==> src/rtl/deserializer_pkg.sv <==
// ---------------------------------------------------------------------------
// deser_pkg -- shared types and constants for the serial byte receiver.
//   deser_state_t : receiver FSM states (IDLE = no partial byte, RECV = mid-byte)
//   DESER_DATA_W  : default bits per byte
//   DESER_TIMEOUT : default idle timeout in system clocks
//   frame_bits()  : serial bits per frame (data bits, plus one parity bit when
//                   DESERIALIZER_PARITY_EN is defined)
// Optional feature macro: DESERIALIZER_PARITY_EN
// ---------------------------------------------------------------------------
package deser_pkg;

  typedef enum logic [0:0] {
    IDLE = 1'b0,
    RECV = 1'b1
  } deser_state_t;

  localparam int DESER_DATA_W  = 8;
  localparam int DESER_TIMEOUT = 1024;

  function automatic int frame_bits(input int data_w);
`ifdef DESERIALIZER_PARITY_EN
    return data_w + 1;
`else
    return data_w;
`endif
  endfunction

endpackage

==> src/rtl/deserializer_if.sv <==
// ---------------------------------------------------------------------------
// deserializer_if -- parallel-side bus of the serial byte receiver.
//   par_data   : received byte, stable while valid=1
//   valid      : byte available
//   ready      : downstream accepts (transfer when valid & ready)
//   overrun    : one-cycle pulse, completed byte dropped
//   frame_err  : one-cycle pulse, partial byte discarded by timeout
//   busy       : partial byte in progress
//   parity_err : parity check result for par_data (DESERIALIZER_PARITY_EN only)
// Modports: master (receiver side), slave (downstream consumer side).
// Optional feature macro: DESERIALIZER_PARITY_EN
// ---------------------------------------------------------------------------
interface deserializer_if
  import deser_pkg::*;
#(
  parameter int DATA_W = DESER_DATA_W
) ();

  logic [DATA_W-1:0] par_data;
  logic              valid;
  logic              ready;
  logic              overrun;
  logic              frame_err;
  logic              busy;

`ifdef DESERIALIZER_PARITY_EN
  logic              parity_err;

  modport master (
    output par_data, valid, overrun, frame_err, busy, parity_err,
    input  ready
  );

  modport slave (
    input  par_data, valid, overrun, frame_err, busy, parity_err,
    output ready
  );
`else
  modport master (
    output par_data, valid, overrun, frame_err, busy,
    input  ready
  );

  modport slave (
    input  par_data, valid, overrun, frame_err, busy,
    output ready
  );
`endif

endinterface

==> src/rtl/deserializer_edge_sync.sv <==
// ---------------------------------------------------------------------------
// edge_sync -- brings ser_clock / ser_data into the system clock domain and
// flags the rising edges of the synchronised serial clock.
//   clock, reset : system clock, asynchronous active-high reset
//   ser_clock    : raw serial bit clock (asynchronous)
//   ser_data     : raw serial data
//   sedge        : one-cycle pulse per serial rising edge (registered)
//   sdata        : synchronised data sampled at that same edge (registered)
// Both paths go through the same number of flops so sdata lines up with sedge.
// ---------------------------------------------------------------------------
module edge_sync #(
  parameter int SYNC_STAGES = 2
) (
  input  logic clock,
  input  logic reset,
  input  logic ser_clock,
  input  logic ser_data,
  output logic sedge,
  output logic sdata
);

  // Index 0 is the first flop of each chain.
  logic [SYNC_STAGES-1:0] clk_sync_r;
  logic [SYNC_STAGES-1:0] dat_sync_r;
  logic                   clk_prev_r;
  logic                   sedge_r;
  logic                   sdata_r;

  // Synchroniser chains, edge detector and registered edge/data outputs.
  always_ff @(posedge clock or posedge reset) begin
    if (reset) begin
      clk_sync_r <= '0;
      dat_sync_r <= '0;
      clk_prev_r <= 1'b0;
      sedge_r    <= 1'b0;
      sdata_r    <= 1'b0;
    end else begin
      clk_sync_r <= {clk_sync_r[SYNC_STAGES-2:0], ser_clock};
      dat_sync_r <= {dat_sync_r[SYNC_STAGES-2:0], ser_data};
      clk_prev_r <= clk_sync_r[SYNC_STAGES-1];
      sedge_r    <= clk_sync_r[SYNC_STAGES-1] & ~clk_prev_r;
      sdata_r    <= dat_sync_r[SYNC_STAGES-1];
    end
  end

  assign sedge = sedge_r;
  assign sdata = sdata_r;

endmodule

==> src/rtl/deserializer.sv <==
// ---------------------------------------------------------------------------
// deserializer -- rebuilds parallel bytes from an LSB-first serial stream.
//   clock, reset : system clock, asynchronous active-high reset
//   ser_clock    : serial bit clock from the upstream serializer (async)
//   ser_data     : serial data, valid at the rising edge of ser_clock
//   bus          : deserializer_if.master (par_data, valid, ready, overrun,
//                  frame_err, busy, parity_err when enabled)
// Parameters: DATA_W, TIMEOUT (>= 4), SYNC_STAGES (>= 2).
// Optional feature macro: DESERIALIZER_PARITY_EN -- an even-parity bit follows
// the data bits; parity_err reports a mismatch, the byte is still delivered.
// ---------------------------------------------------------------------------
module deserializer
  import deser_pkg::*;
#(
  parameter int DATA_W      = DESER_DATA_W,
  parameter int TIMEOUT     = DESER_TIMEOUT,
  parameter int SYNC_STAGES = 2
) (
  input  logic           clock,
  input  logic           reset,
  input  logic           ser_clock,
  input  logic           ser_data,
  deserializer_if.master bus
);

  localparam int FRAME_W = frame_bits(DATA_W);
  localparam int CNT_W   = $clog2(DATA_W + 1);
  localparam int TMO_W   = $clog2(TIMEOUT);

  localparam logic [CNT_W-1:0] LAST_BIT = CNT_W'(FRAME_W - 1);
  localparam logic [TMO_W-1:0] TMO_LAST = TMO_W'(TIMEOUT - 1);

`ifdef DESERIALIZER_PARITY_EN
  // Even parity over data + parity bit: a nonzero XOR means a bad frame.
  function automatic logic parity_bad(input logic [FRAME_W-1:0] frame);
    return ^frame;
  endfunction
`endif

  logic sedge_s;
  logic sdata_s;

  edge_sync #(
    .SYNC_STAGES (SYNC_STAGES)
  ) u_edge_sync (
    .clock     (clock),
    .reset     (reset),
    .ser_clock (ser_clock),
    .ser_data  (ser_data),
    .sedge     (sedge_s),
    .sdata     (sdata_s)
  );

  deser_state_t       state_r;
  logic [CNT_W-1:0]   bit_cnt_r;
  logic [TMO_W-1:0]   tmo_cnt_r;
  // Bits received so far; the newest bit sits at the top, bit 0 drifts down
  // to index 0 by the time the final bit arrives.
  logic [FRAME_W-2:0] shift_r;
  logic [DATA_W-1:0]  par_data_r;
  logic               valid_r;
  logic               overrun_r;
  logic               frame_err_r;
  logic               busy_r;
`ifdef DESERIALIZER_PARITY_EN
  logic               parity_err_r;
`endif

  logic [FRAME_W-1:0] frame_s;
  logic               accept_s;

  // Frame as it stands once the current bit is shifted in, and whether the
  // output register can take a new byte this cycle.
  always_comb begin
    frame_s  = {sdata_s, shift_r};
    accept_s = ~valid_r | bus.ready;
  end

  // Receiver FSM, timeout counter and registered output stage.
  always_ff @(posedge clock or posedge reset) begin
    if (reset) begin
      state_r      <= IDLE;
      bit_cnt_r    <= '0;
      tmo_cnt_r    <= '0;
      shift_r      <= '0;
      par_data_r   <= '0;
      valid_r      <= 1'b0;
      overrun_r    <= 1'b0;
      frame_err_r  <= 1'b0;
      busy_r       <= 1'b0;
`ifdef DESERIALIZER_PARITY_EN
      parity_err_r <= 1'b0;
`endif
    end else begin
      overrun_r   <= 1'b0;
      frame_err_r <= 1'b0;
      // A completing byte below may re-set valid in the same cycle.
      if (valid_r && bus.ready) begin
        valid_r <= 1'b0;
      end

      case (state_r)
        IDLE: begin
          tmo_cnt_r <= '0;
          if (sedge_s) begin
            shift_r   <= frame_s[FRAME_W-1:1];
            bit_cnt_r <= CNT_W'(1);
            busy_r    <= 1'b1;
            state_r   <= RECV;
          end else begin
            busy_r    <= 1'b0;
          end
        end

        RECV: begin
          // A serial edge takes priority over an expiring timeout.
          if (sedge_s) begin
            shift_r   <= frame_s[FRAME_W-1:1];
            tmo_cnt_r <= '0;
            if (bit_cnt_r == LAST_BIT) begin
              bit_cnt_r <= '0;
              busy_r    <= 1'b0;
              state_r   <= IDLE;
              if (accept_s) begin
                par_data_r   <= frame_s[DATA_W-1:0];
                valid_r      <= 1'b1;
`ifdef DESERIALIZER_PARITY_EN
                parity_err_r <= parity_bad(frame_s);
`endif
              end else begin
                overrun_r    <= 1'b1;
              end
            end else begin
              bit_cnt_r <= bit_cnt_r + CNT_W'(1);
            end
          end else if (tmo_cnt_r == TMO_LAST) begin
            bit_cnt_r   <= '0;
            tmo_cnt_r   <= '0;
            busy_r      <= 1'b0;
            frame_err_r <= 1'b1;
            state_r     <= IDLE;
          end else begin
            // Only reached below TMO_LAST, so the counter cannot wrap.
            tmo_cnt_r <= tmo_cnt_r + TMO_W'(1);
          end
        end

        default: begin
          state_r   <= IDLE;
          bit_cnt_r <= '0;
          tmo_cnt_r <= '0;
          busy_r    <= 1'b0;
        end
      endcase
    end
  end

  assign bus.par_data   = par_data_r;
  assign bus.valid      = valid_r;
  assign bus.overrun    = overrun_r;
  assign bus.frame_err  = frame_err_r;
  assign bus.busy       = busy_r;
`ifdef DESERIALIZER_PARITY_EN
  assign bus.parity_err = parity_err_r;
`endif

endmodule

==> src/flat_wrapper.sv <==
// flat-port wrapper written by rule: the top's interface ports become plain ports
module deserializer_flat import deser_pkg::*;
#(
  parameter int DATA_W      = DESER_DATA_W,
  parameter int TIMEOUT     = DESER_TIMEOUT,
  parameter int SYNC_STAGES = 2
)
  (clock, reset, ser_clock, ser_data, bus_par_data, bus_valid, bus_overrun, bus_frame_err, bus_busy, bus_ready);
  deserializer_if #(.DATA_W(DATA_W)) bus_i ();
  input  logic clock;
  input  logic reset;
  input  logic ser_clock;
  input  logic ser_data;
  output wire logic [$bits(bus_i.par_data)-1:0] bus_par_data;
  output wire logic [$bits(bus_i.valid)-1:0] bus_valid;
  output wire logic [$bits(bus_i.overrun)-1:0] bus_overrun;
  output wire logic [$bits(bus_i.frame_err)-1:0] bus_frame_err;
  output wire logic [$bits(bus_i.busy)-1:0] bus_busy;
  input wire logic [$bits(bus_i.ready)-1:0] bus_ready;
  assign bus_par_data = bus_i.par_data;
  assign bus_valid = bus_i.valid;
  assign bus_overrun = bus_i.overrun;
  assign bus_frame_err = bus_i.frame_err;
  assign bus_busy = bus_i.busy;
  assign bus_i.ready = bus_ready;
  deserializer #(.DATA_W(DATA_W), .TIMEOUT(TIMEOUT), .SYNC_STAGES(SYNC_STAGES)) u_core (.clock(clock), .reset(reset), .ser_clock(ser_clock), .ser_data(ser_data), .bus(bus_i));
endmodule
==> config.mk <==
export PLATFORM = sky130hd
export DESIGN_NAME = deserializer_flat
export DESIGN_NICKNAME = d
export VERILOG_FILES = /design/src/rtl/deserializer_pkg.sv /design/src/rtl/deserializer_if.sv /design/src/rtl/deserializer_edge_sync.sv /design/src/rtl/deserializer.sv /design/src/flat_wrapper.sv
export SDC_FILE = /design/constraint.sdc
export NUM_CORES = 1
export LEC_CHECK = 0
export CORE_MARGIN = 2
export CORE_UTILIZATION = 45
export CTS_CLUSTER_DIAMETER = 60
export DETAILED_ROUTE_END_ITERATION = 8
export PLACE_DENSITY = 0.66
export RECOVER_POWER = 50
export SKIP_CTS_REPAIR_TIMING = 1
export SLEW_MARGIN = 25
export SYNTH_ARGS = -nofsm -noshare
export SYNTH_HDL_FRONTEND = slang
export SYNTH_HIERARCHICAL = 1
export SYNTH_SLANG_ARGS = --single-unit
==> constraint.sdc <==
create_clock -name clock -period 2.12 [get_ports clock]
set_input_delay 0.212 -clock clock [delete_from_list [all_inputs] [get_ports clock]]
set_output_delay 0.212 -clock clock [all_outputs]
set_load 0.01 [all_outputs]
==> metrics, run 1 <==
synth warn=6; RSZ-0062 raised after global routing=false; count of buffers from port buffering=16; global-route wire length before repair=4.857 mm; Synth Register Bits=41; Mapped Area=1658 um^2; vias in the first global route=1146; clock sinks=41; GRT Overall Usage=15.31%; combinational power share=16.1%; Sequential Power Share=51.3%; TritonCTS Buffers=5; asr flop ratio synth=100.0%; period utilisation layout=87.77%; area of the multi-input gates=578.1 um^2; leak pwr=0.8746 nW; Max Slew Vio Count=0; Hold WS=305.9 ps; Fin Setup TNS=0 ps; layout cells sized above 1=22.37%; Reg area=1026 um^2; worst setup margin=259.2 ps; multiplexer share of the synthesized area=10.19%; number of synthesized flops with an enable pin=0; setup violators final=0; power per cell area=987.6 nW/um^2; dpl ws=275.8 ps; Worst Reg2Reg Path Length in Cells=5; DRC Markers=0; post-synthesis adder-cell area fraction=1.509%; Hold Path Class=input port to asynchronous set/reset pin; Detailed Place HPWL=1.903 mm; Final #Nets=158; GP Congestion=0.7324; most frequent cell after synthesis=dfrtp_1; endpoint type of the worst setup path=flip-flop; per-cell routed wire length=13.15 um; # fillers=310; main area contributors after synthesis=dfrtp_1, mux2_2, nor2_1, xnor2_1, nand2_1; antenna fix cells=0; P&R area growth vs syn=19.40%; Post-Synthesis Cells=129; Setup crit start kind=flip-flop; Clock Skew=7.948 ps; Remaining Overflow, GRT=0; reg2reg setup slack=260 ps; cell taking the most area after synthesis=dfrtp_1; antenna-violating nets left=0; Synth Area in Compound Gates=3.698%; status=complete, no violations; sw power=0.4711 mW; largest net degree at the start of global routing=35; Sw Share=24.10%; Clock Path Buffers=2; clock group share of total power=32.6%; worst-margin pin slew=848.5 ps; # H-tree levels=2; largest family of logic cells by synthesized area=simple AND/OR/NAND/NOR gates; Syn Area/Cell=12.85 um^2; Die Footprint=4185 um^2; detailed-route via count=1012; First-pass DRT Iterations=4; Critical Path AT=2040 ps; Final Util=54.89%; Peak VDD IR=0.6707 mV; Initial Util=45.98%; Max-slew headroom=43.43%; endpoints failing hold=0; Seq/Total Area, Yosys=61.89%; Non-Filler Instances=200; Synth top area share=61.89%; CTS Root Cell=clkbuf_8; initial antenna violation count=0; syn nets=136; DR iter-0 viols=79; Clock Pin Slew Worst Setup and Hold Paths=80 ps; clk_lat worst skew=280 ps; Crit Path Category=flip-flop to flip-flop; worst r2r dst=u_core/bus.par_data[2]$_DFFE_PP0P_; FF-to-FF Start=u_core/bit_cnt_r[0]$_DFFE_PP0P_; vias per inst=5.060; row count=22; WL final=2.629 mm; Core ar.=3606 um^2; Worst Path Required=2290 ps; simple-gate share of the synthesized area=15.70%; Die Ht=64.70 um; Primary FF master, synth=dfrtp_1; placed cells=192; Max FO, Critical Path=8; Die W=64.70 um; crit path from=u_core/bit_cnt_r[0]$_DFFE_PP0P_; num ports=17; post-layout minimum cycle time=1861 ps; Yosys cell types=31; TritonCTS clock tree=done; fmax=537.4 MHz; synth cell count leaders=dfrtp_1, nor2_1, mux2_2; internal power=1.484 mW; max cap viols=0; Synth Area in XOR/XNOR=4.226%
area by class of cell:
cell class                      instances  area share, %
Clock buffer                            6          4.172
Clock inverter                          2          1.896
Inverter                                6          1.138
Multi-Input combinational cell         79          29.20
Sequential cell                        41          51.83
Tap cell                               48          3.034
Timing Repair Buffer                   18          8.723
metal layers:
metal | GRT usage [%] | vias to the layer above | share of wire, %
met4 | 7.181 | 0 | 1.0
met3 | 4.340 | 5 | 3.6
li1 | - | 480 | -
met2 | 25.78 | 25 | 51
met1 | 18.14 | 502 | 45
met5 | 0 | - | 0
state kept, by name, indices dropped and copies added, names as in the netlist, 2 cells and up:
name	flops
u_core/bus.par_data	8
u_core/tmo_cnt_r	10
u_core/bit_cnt_r	4
u_core/u_edge_sync/dat_sync_r	2
u_core/u_edge_sync/clk_sync_r	2
u_core/shift_r	7
cells in the final DEF (no fill, tap or decap), drive strengths merged, types with 3 or more instances in the layout:
cell type       n
nand2b          3
clkdlybuf4s50  13
xor2            3
clkbuf          7
nand2           9
dlygate4sd3     3
nand3           6
mux2           15
nor2           16
xnor2           5
inv             6
dfrtp          41
worst max-delay path, cell delays in order (launching register included):
cell	delay, ps
dfrtp_1	400
ha_1	220
and3b_2	250
nand3_2	110
nor2b_2	390
mux2_2	390
worst max path at each step:
stage | endpoint | slack [ps]
after floorplan | u_core/bus.par_data[0]$_DFFE_PP0P_ | 560
after global placement | u_core/bus.par_data[3]$_DFFE_PP0P_ | 360
after detailed placement | u_core/bus.par_data[2]$_DFFE_PP0P_ | 280
after CTS | u_core/bus.par_data[2]$_DFFE_PP0P_ | 260
after global routing | u_core/bus.par_data[2]$_DFFE_PP0P_ | 160
final | u_core/bus.par_data[2]$_DFFE_PP0P_ | 260
cells by family (layout without fill, tap and decap cells):
kind of cell | count (synthesis) | count (layout)
compound gates | 9 | 9
xor+xnor | 8 | 8
fa+ha+maj | 2 | 2
buf+inv | 9 | 32
flops | 41 | 41
mux | 15 | 15
simple gates | 45 | 45
power by group through the flow:
stage               sequential [mW]  clock (mW)  combinational [mW]
floorplan                      1.01           0               0.183
CTS                            1.00       0.655               0.323
detailed placement             1.02           0               0.322
global placement               1.01           0               0.312
global route                   1.02       0.693               0.352
finish                         1.00       0.637               0.315
per-stage QoR:
stage          power [mW]  cell area, um^2
2_1_floorplan       1.192             1658
3_3_place_gp        1.319             1869
3_5_place_dp        1.341             1869
4_1_cts             1.982             1989
5_1_grt             2.066             1979
6_report            1.955             1979
(Power assumes the default switching activity.)
==> inputs of run 2 (changes only) <==
--- a/config.mk
+++ b/config.mk
@@ -5,11 +5,11 @@
 export SDC_FILE = /design/constraint.sdc
 export NUM_CORES = 1
 export LEC_CHECK = 0
-export CORE_MARGIN = 2
+export CORE_MARGIN = 3
 export CORE_UTILIZATION = 45
 export CTS_CLUSTER_DIAMETER = 60
 export DETAILED_ROUTE_END_ITERATION = 8
-export PLACE_DENSITY = 0.66
+export PLACE_DENSITY_LB_ADDON = 0.2
 export RECOVER_POWER = 50
 export SKIP_CTS_REPAIR_TIMING = 1
 export SLEW_MARGIN = 25
==> metrics, run 2 (synthesis results as in run 1) <==
Max FO, Critical Path=8 (unchanged); Final Util=57.51% (+2.6 points); commonest cells after routing, fill and taps aside=dfrtp_1, nor2_1, mux2_2; max FFs per register=10 (unchanged); per-cell routed wire length=13.13 um (-0.10%); most common cell after layout, fill and taps aside=dfrtp_1; placed cells=190 (-1.0%); status=complete, no violations; vias in the first global route=1021 (-11%); vias per inst=5.192 (+2.6%); Remaining Overflow, GRT=0 (unchanged); Critical Path AT=2030 ps (about the same); Max-slew headroom=45.47% (+2.0 points); clock sinks=41 (unchanged); worst-path cell chain=ha_1, and3b_2, nand3_2, nor2b_2, mux2_2; detailed-route via count=1028 (+1.6%); dpl ws=286.8 ps (+11.06 ps); GRT busiest layer=met2; TritonCTS Buffers=5 (unchanged); layout cells sized above 1=23.03% (+0.66 points); Clock Path Buffers=2 (unchanged); largest net degree at the start of global routing=35 (unchanged); RSZ-0062 raised after global routing=false; Crit Path Category=flip-flop to flip-flop; Non-Filler Instances=198 (-1.0%); TritonCTS clock tree=done; Final #Nets=158 (unchanged); max cap viols=0 (unchanged); Fin Setup TNS=0 ps (unchanged); Peak VDD IR=0.6417 mV (-4.3%); Setup crit start kind=flip-flop; period utilisation layout=87.33% (-0.44 points); Tot Pwr=1.961 mW (+0.30%); row count=21 (-4.5%); Max Slew Vio Count=0 (unchanged); Hold WS=299.4 ps (-6.541 ps); GR Util met1=15.92% (-2.2 points); # H-tree levels=2 (unchanged); Die Ht=66.70 um (+3.1%); Worst Path Required=2290 ps (about the same); initial antenna violation count=0 (unchanged); combinational power share=16.1% (about the same); CP peak stage delay=390 ps (about the same); count of buffers from port buffering=16 (unchanged); WL final=2.600 mm (-1.1%); Die W=66.70 um (+3.1%); Clock Skew=4.439 ps (-3.509 ps); Sequential Power Share=50.9% (-0.4 points); clock group share of total power=32.9% (+0.3 points); GP Congestion=0.7236 (-1.2%); CTS Root Cell=clkbuf_8; DRC Markers=0 (unchanged); reg2reg setup slack=270 ps (about the same); Die Footprint=4448 um^2 (+6.3%); antenna fix cells=0 (unchanged); endpoint type of the worst setup path=flip-flop; setup violators final=0 (unchanged); DR iter-0 viols=59 (-25%); sw power=0.4766 mW (+1.2%); First-pass DRT Iterations=4 (unchanged); worst setup margin=268.6 ps (+9.416 ps); global-route wire length before repair=4.485 mm (-7.7%); antenna-violating nets left=0 (unchanged); power per cell area=990.6 nW/um^2 (+0.30%); fmax=540.1 MHz (+0.51%); met2 usage=22.90% (-2.9 points); internal power=1.484 mW (about the same); endpoints failing hold=0 (unchanged); Initial Util=48.16% (+2.2 points); Clock Pin Slew Worst Setup and Hold Paths=80 ps (about the same); Slowest-stage cell, CP=dfrtp_1; Hold Path Class=input port to asynchronous set/reset pin; met3 usage=6.071% (+1.7 points); worst-margin pin slew=817.9 ps (-30.57 ps); clk_lat worst skew=290 ps (about the same); leak pwr=0.8756 nW (+0.12%); num ports=17 (unchanged); Top reg by flops=u_core/tmo_cnt_r; post-place instance area=1867 um^2 (-0.13%); Detailed Place HPWL=1.804 mm (-5.2%); Final Cell Area=1979 um^2 (unchanged); Sw Share=24.31% (+0.21 points); GRT Overall Usage=13.93% (-1.4 points); P&R area growth vs syn=19.40% (unchanged); Core ar.=3442 um^2 (-4.5%); post-layout minimum cycle time=1851 ps (-9.416 ps)
==> run 2: cell counts in the layout (fill, tap and decap cells not counted) <==
Identical to the previous run, type by type.
==> run 2: power by group through the flow <==
stage                     combinational, mW  clock (mW)  sequential [mW]
after global routing                  0.350       0.691             1.02
after detailed placement              0.324           0             1.01
final                                 0.316       0.646            0.999
after CTS                             0.326       0.660            0.999
after floorplan                       0.183           0             1.01
after global placement                0.313           0             1.01
==> run 2: worst paths after layout <==
check	start	endpoint	depth (start not counted)
hold / removal	reset	u_core/u_edge_sync/clk_prev_r$_DFF_PP0_	2
min in group clock	u_core/u_edge_sync/dat_sync_r[1]$_DFF_PP0_	u_core/u_edge_sync/sdata$_DFF_PP0_	0
setup / recovery	u_core/bit_cnt_r[0]$_DFFE_PP0P_	u_core/bus.par_data[2]$_DFFE_PP0P_	5
setup reg to reg	u_core/bit_cnt_r[0]$_DFFE_PP0P_	u_core/bus.par_data[2]$_DFFE_PP0P_	5
hold reg to reg	u_core/u_edge_sync/dat_sync_r[1]$_DFF_PP0_	u_core/u_edge_sync/sdata$_DFF_PP0_	0
max in group asynchronous	reset	u_core/bus.par_data[1]$_DFFE_PP0P_	3
==> run 2: cell type report <==
class | instances | area (um^2)
fillers | 282 | 1463
flip-flops and latches | 41 | 1026
multi-input cells | 79 | 580.6
repair buffers | 18 | 172.7
clock buffers | 6 | 82.58
well taps | 46 | 57.56
clock inverters | 2 | 37.54
inverters | 6 | 22.52
==> run 2: metal layers <==
layer	part of all wire, %	up-vias	wire length (um)
li1	-	477	-
met5	0	-	0
met4	2.3	0	59
met2	46	34	1190
met1	46	506	1195
met3	6.0	11	155
==> run 2: worst max-delay path, delay by kind of cell, from the launching register on <==
kind	cells	cell delay (ps)
adder cells (fa/ha/maj)	1	210
flip-flops	1	390
multiplexers	1	390
AND/OR/NAND/NOR	3	740
==> inputs of run 3 (changes only) <==
--- a/config.mk
+++ b/config.mk
@@ -5,13 +5,13 @@
 export SDC_FILE = /design/constraint.sdc
 export NUM_CORES = 1
 export LEC_CHECK = 0
+export CORE_ASPECT_RATIO = 1.25
 export CORE_MARGIN = 3
 export CORE_UTILIZATION = 45
 export CTS_CLUSTER_DIAMETER = 60
 export DETAILED_ROUTE_END_ITERATION = 8
 export PLACE_DENSITY_LB_ADDON = 0.2
 export RECOVER_POWER = 50
-export SKIP_CTS_REPAIR_TIMING = 1
 export SLEW_MARGIN = 25
 export SYNTH_ARGS = -nofsm -noshare
 export SYNTH_HDL_FRONTEND = slang
==> metrics, run 3 (synthesis results as in run 1) <==
worst-path cell chain=ha_1, and3b_2, nand3_2, nor2b_2, mux2_2; FF-to-FF Start=u_core/bit_cnt_r[0]$_DFFE_PP0P_; global-route wire length before repair=4.491 mm (+0.13%); TritonCTS Buffers=5 (unchanged); vias in the first global route=1026 (+0.49%); Peak VDD IR=0.6863 mV (+7.0%); vias per inst=5.277 (+1.6%); Worst Path Required=2290 ps (about the same); GRT Overall Usage=14.01% (+0.076 points); Final Util=55.98% (-1.5 points); CP peak stage delay=400 ps (about the same); Die W=60.29 um (-9.6%); endpoint type of the worst setup path=flip-flop; detailed-route via count=1008 (-1.9%); Core ar.=3513 um^2 (+2.1%); Tot Pwr=1.961 mW (about the same); Post-CTS Setup Repair Bufs=0; per-cell routed wire length=14.09 um (+7.3%); clk_lat worst skew=290 ps (about the same); commonest cells after routing, fill and taps aside=dfrtp_1, nor2_1, mux2_2; Clock Pin Slew Worst Setup and Hold Paths=80 ps (about the same); Hold Buf Count CTS=0; Remaining Overflow, GRT=0 (unchanged); period utilisation layout=87.99% (+0.66 points); most common cell after layout, fill and taps aside=dfrtp_1; Fin Setup TNS=0 ps (unchanged); endpoints failing hold=0 (unchanged); count of buffers from port buffering=16 (unchanged); WL final=2.692 mm (+3.5%); status=complete, no violations; antenna-violating nets left=0 (unchanged); Final #Nets=158 (unchanged); Clock Skew=10.74 ps (+6.305 ps); Setup crit start kind=flip-flop; worst-margin pin slew=817.4 ps (-0.5359 ps); Max-slew headroom=45.51% (about the same); fmax=536.1 MHz (-0.75%); Hold WS=289.7 ps (-9.693 ps); max FFs per register=10 (unchanged); Initial Util=47.19% (-0.98 points); Die Footprint=4453 um^2 (+0.11%); Max Slew Vio Count=0 (unchanged); Worst Reg2Reg Path Length in Cells=5 (unchanged); TritonCTS clock tree=done; Crit Path Category=flip-flop to flip-flop; placed cells=183 (-3.7%); reg2reg setup slack=250 ps (about the same); Top reg by flops=u_core/tmo_cnt_r; First-pass DRT Iterations=4 (unchanged); Max FO, Critical Path=8 (unchanged); worst r2r dst=u_core/bus.par_data[7]$_DFFE_PP0P_; # H-tree levels=2 (unchanged); antenna fix cells=0 (unchanged); row count=24 (+14%); layout cells sized above 1=22.37% (-0.66 points); Die Ht=73.86 um (+11%); post-layout minimum cycle time=1865 ps (+13.94 ps); num ports=17 (unchanged); GP Congestion=0.7858 (+8.6%); DR iter-0 viols=58 (-1.7%); CTS Root Cell=clkbuf_8; power per cell area=996.9 nW/um^2 (+0.64%); RSZ-0062 raised after global routing=false; P&R area growth vs syn=18.64%; max cap viols=0 (unchanged); # resized after CTS=0; setup violators final=0 (unchanged); Slowest-stage cell, CP=dfrtp_1; leak pwr=0.8767 nW (+0.12%); clock sinks=41 (unchanged); Critical Path AT=2030 ps (about the same); largest net degree at the start of global routing=35 (unchanged); Hold Path Class=input port to asynchronous set/reset pin; initial antenna violation count=0 (unchanged); Clock Path Buffers=2 (unchanged); Non-Filler Instances=191 (-3.5%); Detailed Place HPWL=1.833 mm (+1.6%); DRC Markers=0 (unchanged)
run 3: changes by cell type in the layout (fill, tap and decap cells not counted), sizes merged:
cell / delta
clkinvlp: -1
clkbuf: +1
run 3: final cells by class:
cell class / instances / area (um^2)
Fill cell: 303 / 1546
Clock buffer: 7 / 86.33
Timing Repair Buffer: 18 / 172.7
Multi-Input combinational cell: 79 / 580.6
Inverter: 6 / 22.52
Clock inverter: 1 / 30.03
Sequential cell: 41 / 1026
Tap cell: 39 / 48.80
run 3: where the power goes:
part,leakage (nW),switching [mW],internal (mW)
sequential,0.531,0.0919,0.909
clock,0.0585,0.259,0.384
combinational,0.287,0.124,0.193
run 3: layer usage:
metal | vias up | wire [um] | global-route usage (%)
li1 | 482 | - | -
met1 | 495 | 1183 | 16.04
met2 | 22 | 1324 | 22.36
met3 | 9 | 116 | 5.800
met4 | 0 | 67 | 6.650
met5 | - | 0 | 0
run 3: through the flow:
| stage | setup WS [ps] | area [um^2] |
|---|---|---|
| floorplan | 561.0 | 1658 |
| global placement | 355.7 | 1858 |
| detailed placement | 288.8 | 1858 |
| CTS | 241.4 | 1974 |
| global route | 184.3 | 1967 |
| finish | 254.7 | 1967 |
run 3: critical path, delay by kind of cell, from the launching register on:
family	cells	cell delay [ps]
multiplexers	1	400
AND/OR/NAND/NOR	3	730
flip-flops	1	400
adder cells (fa/ha/maj)	1	220
run 3: worst max-delay path by stage:
stage	endpoint	slack, ps	from
3_3_place_gp	u_core/bus.par_data[0]$_DFFE_PP0P_	360	u_core/bit_cnt_r[0]$_DFFE_PP0P_
3_5_place_dp	u_core/bus.par_data[1]$_DFFE_PP0P_	290	u_core/bit_cnt_r[0]$_DFFE_PP0P_
2_1_floorplan	u_core/bus.par_data[0]$_DFFE_PP0P_	560	u_core/bit_cnt_r[0]$_DFFE_PP0P_
6_report	u_core/bus.par_data[7]$_DFFE_PP0P_	250	u_core/bit_cnt_r[0]$_DFFE_PP0P_
4_1_cts	u_core/bus.par_data[7]$_DFFE_PP0P_	240	u_core/bit_cnt_r[0]$_DFFE_PP0P_
5_1_grt	u_core/bus.par_data[7]$_DFFE_PP0P_	180	u_core/bit_cnt_r[0]$_DFFE_PP0P_
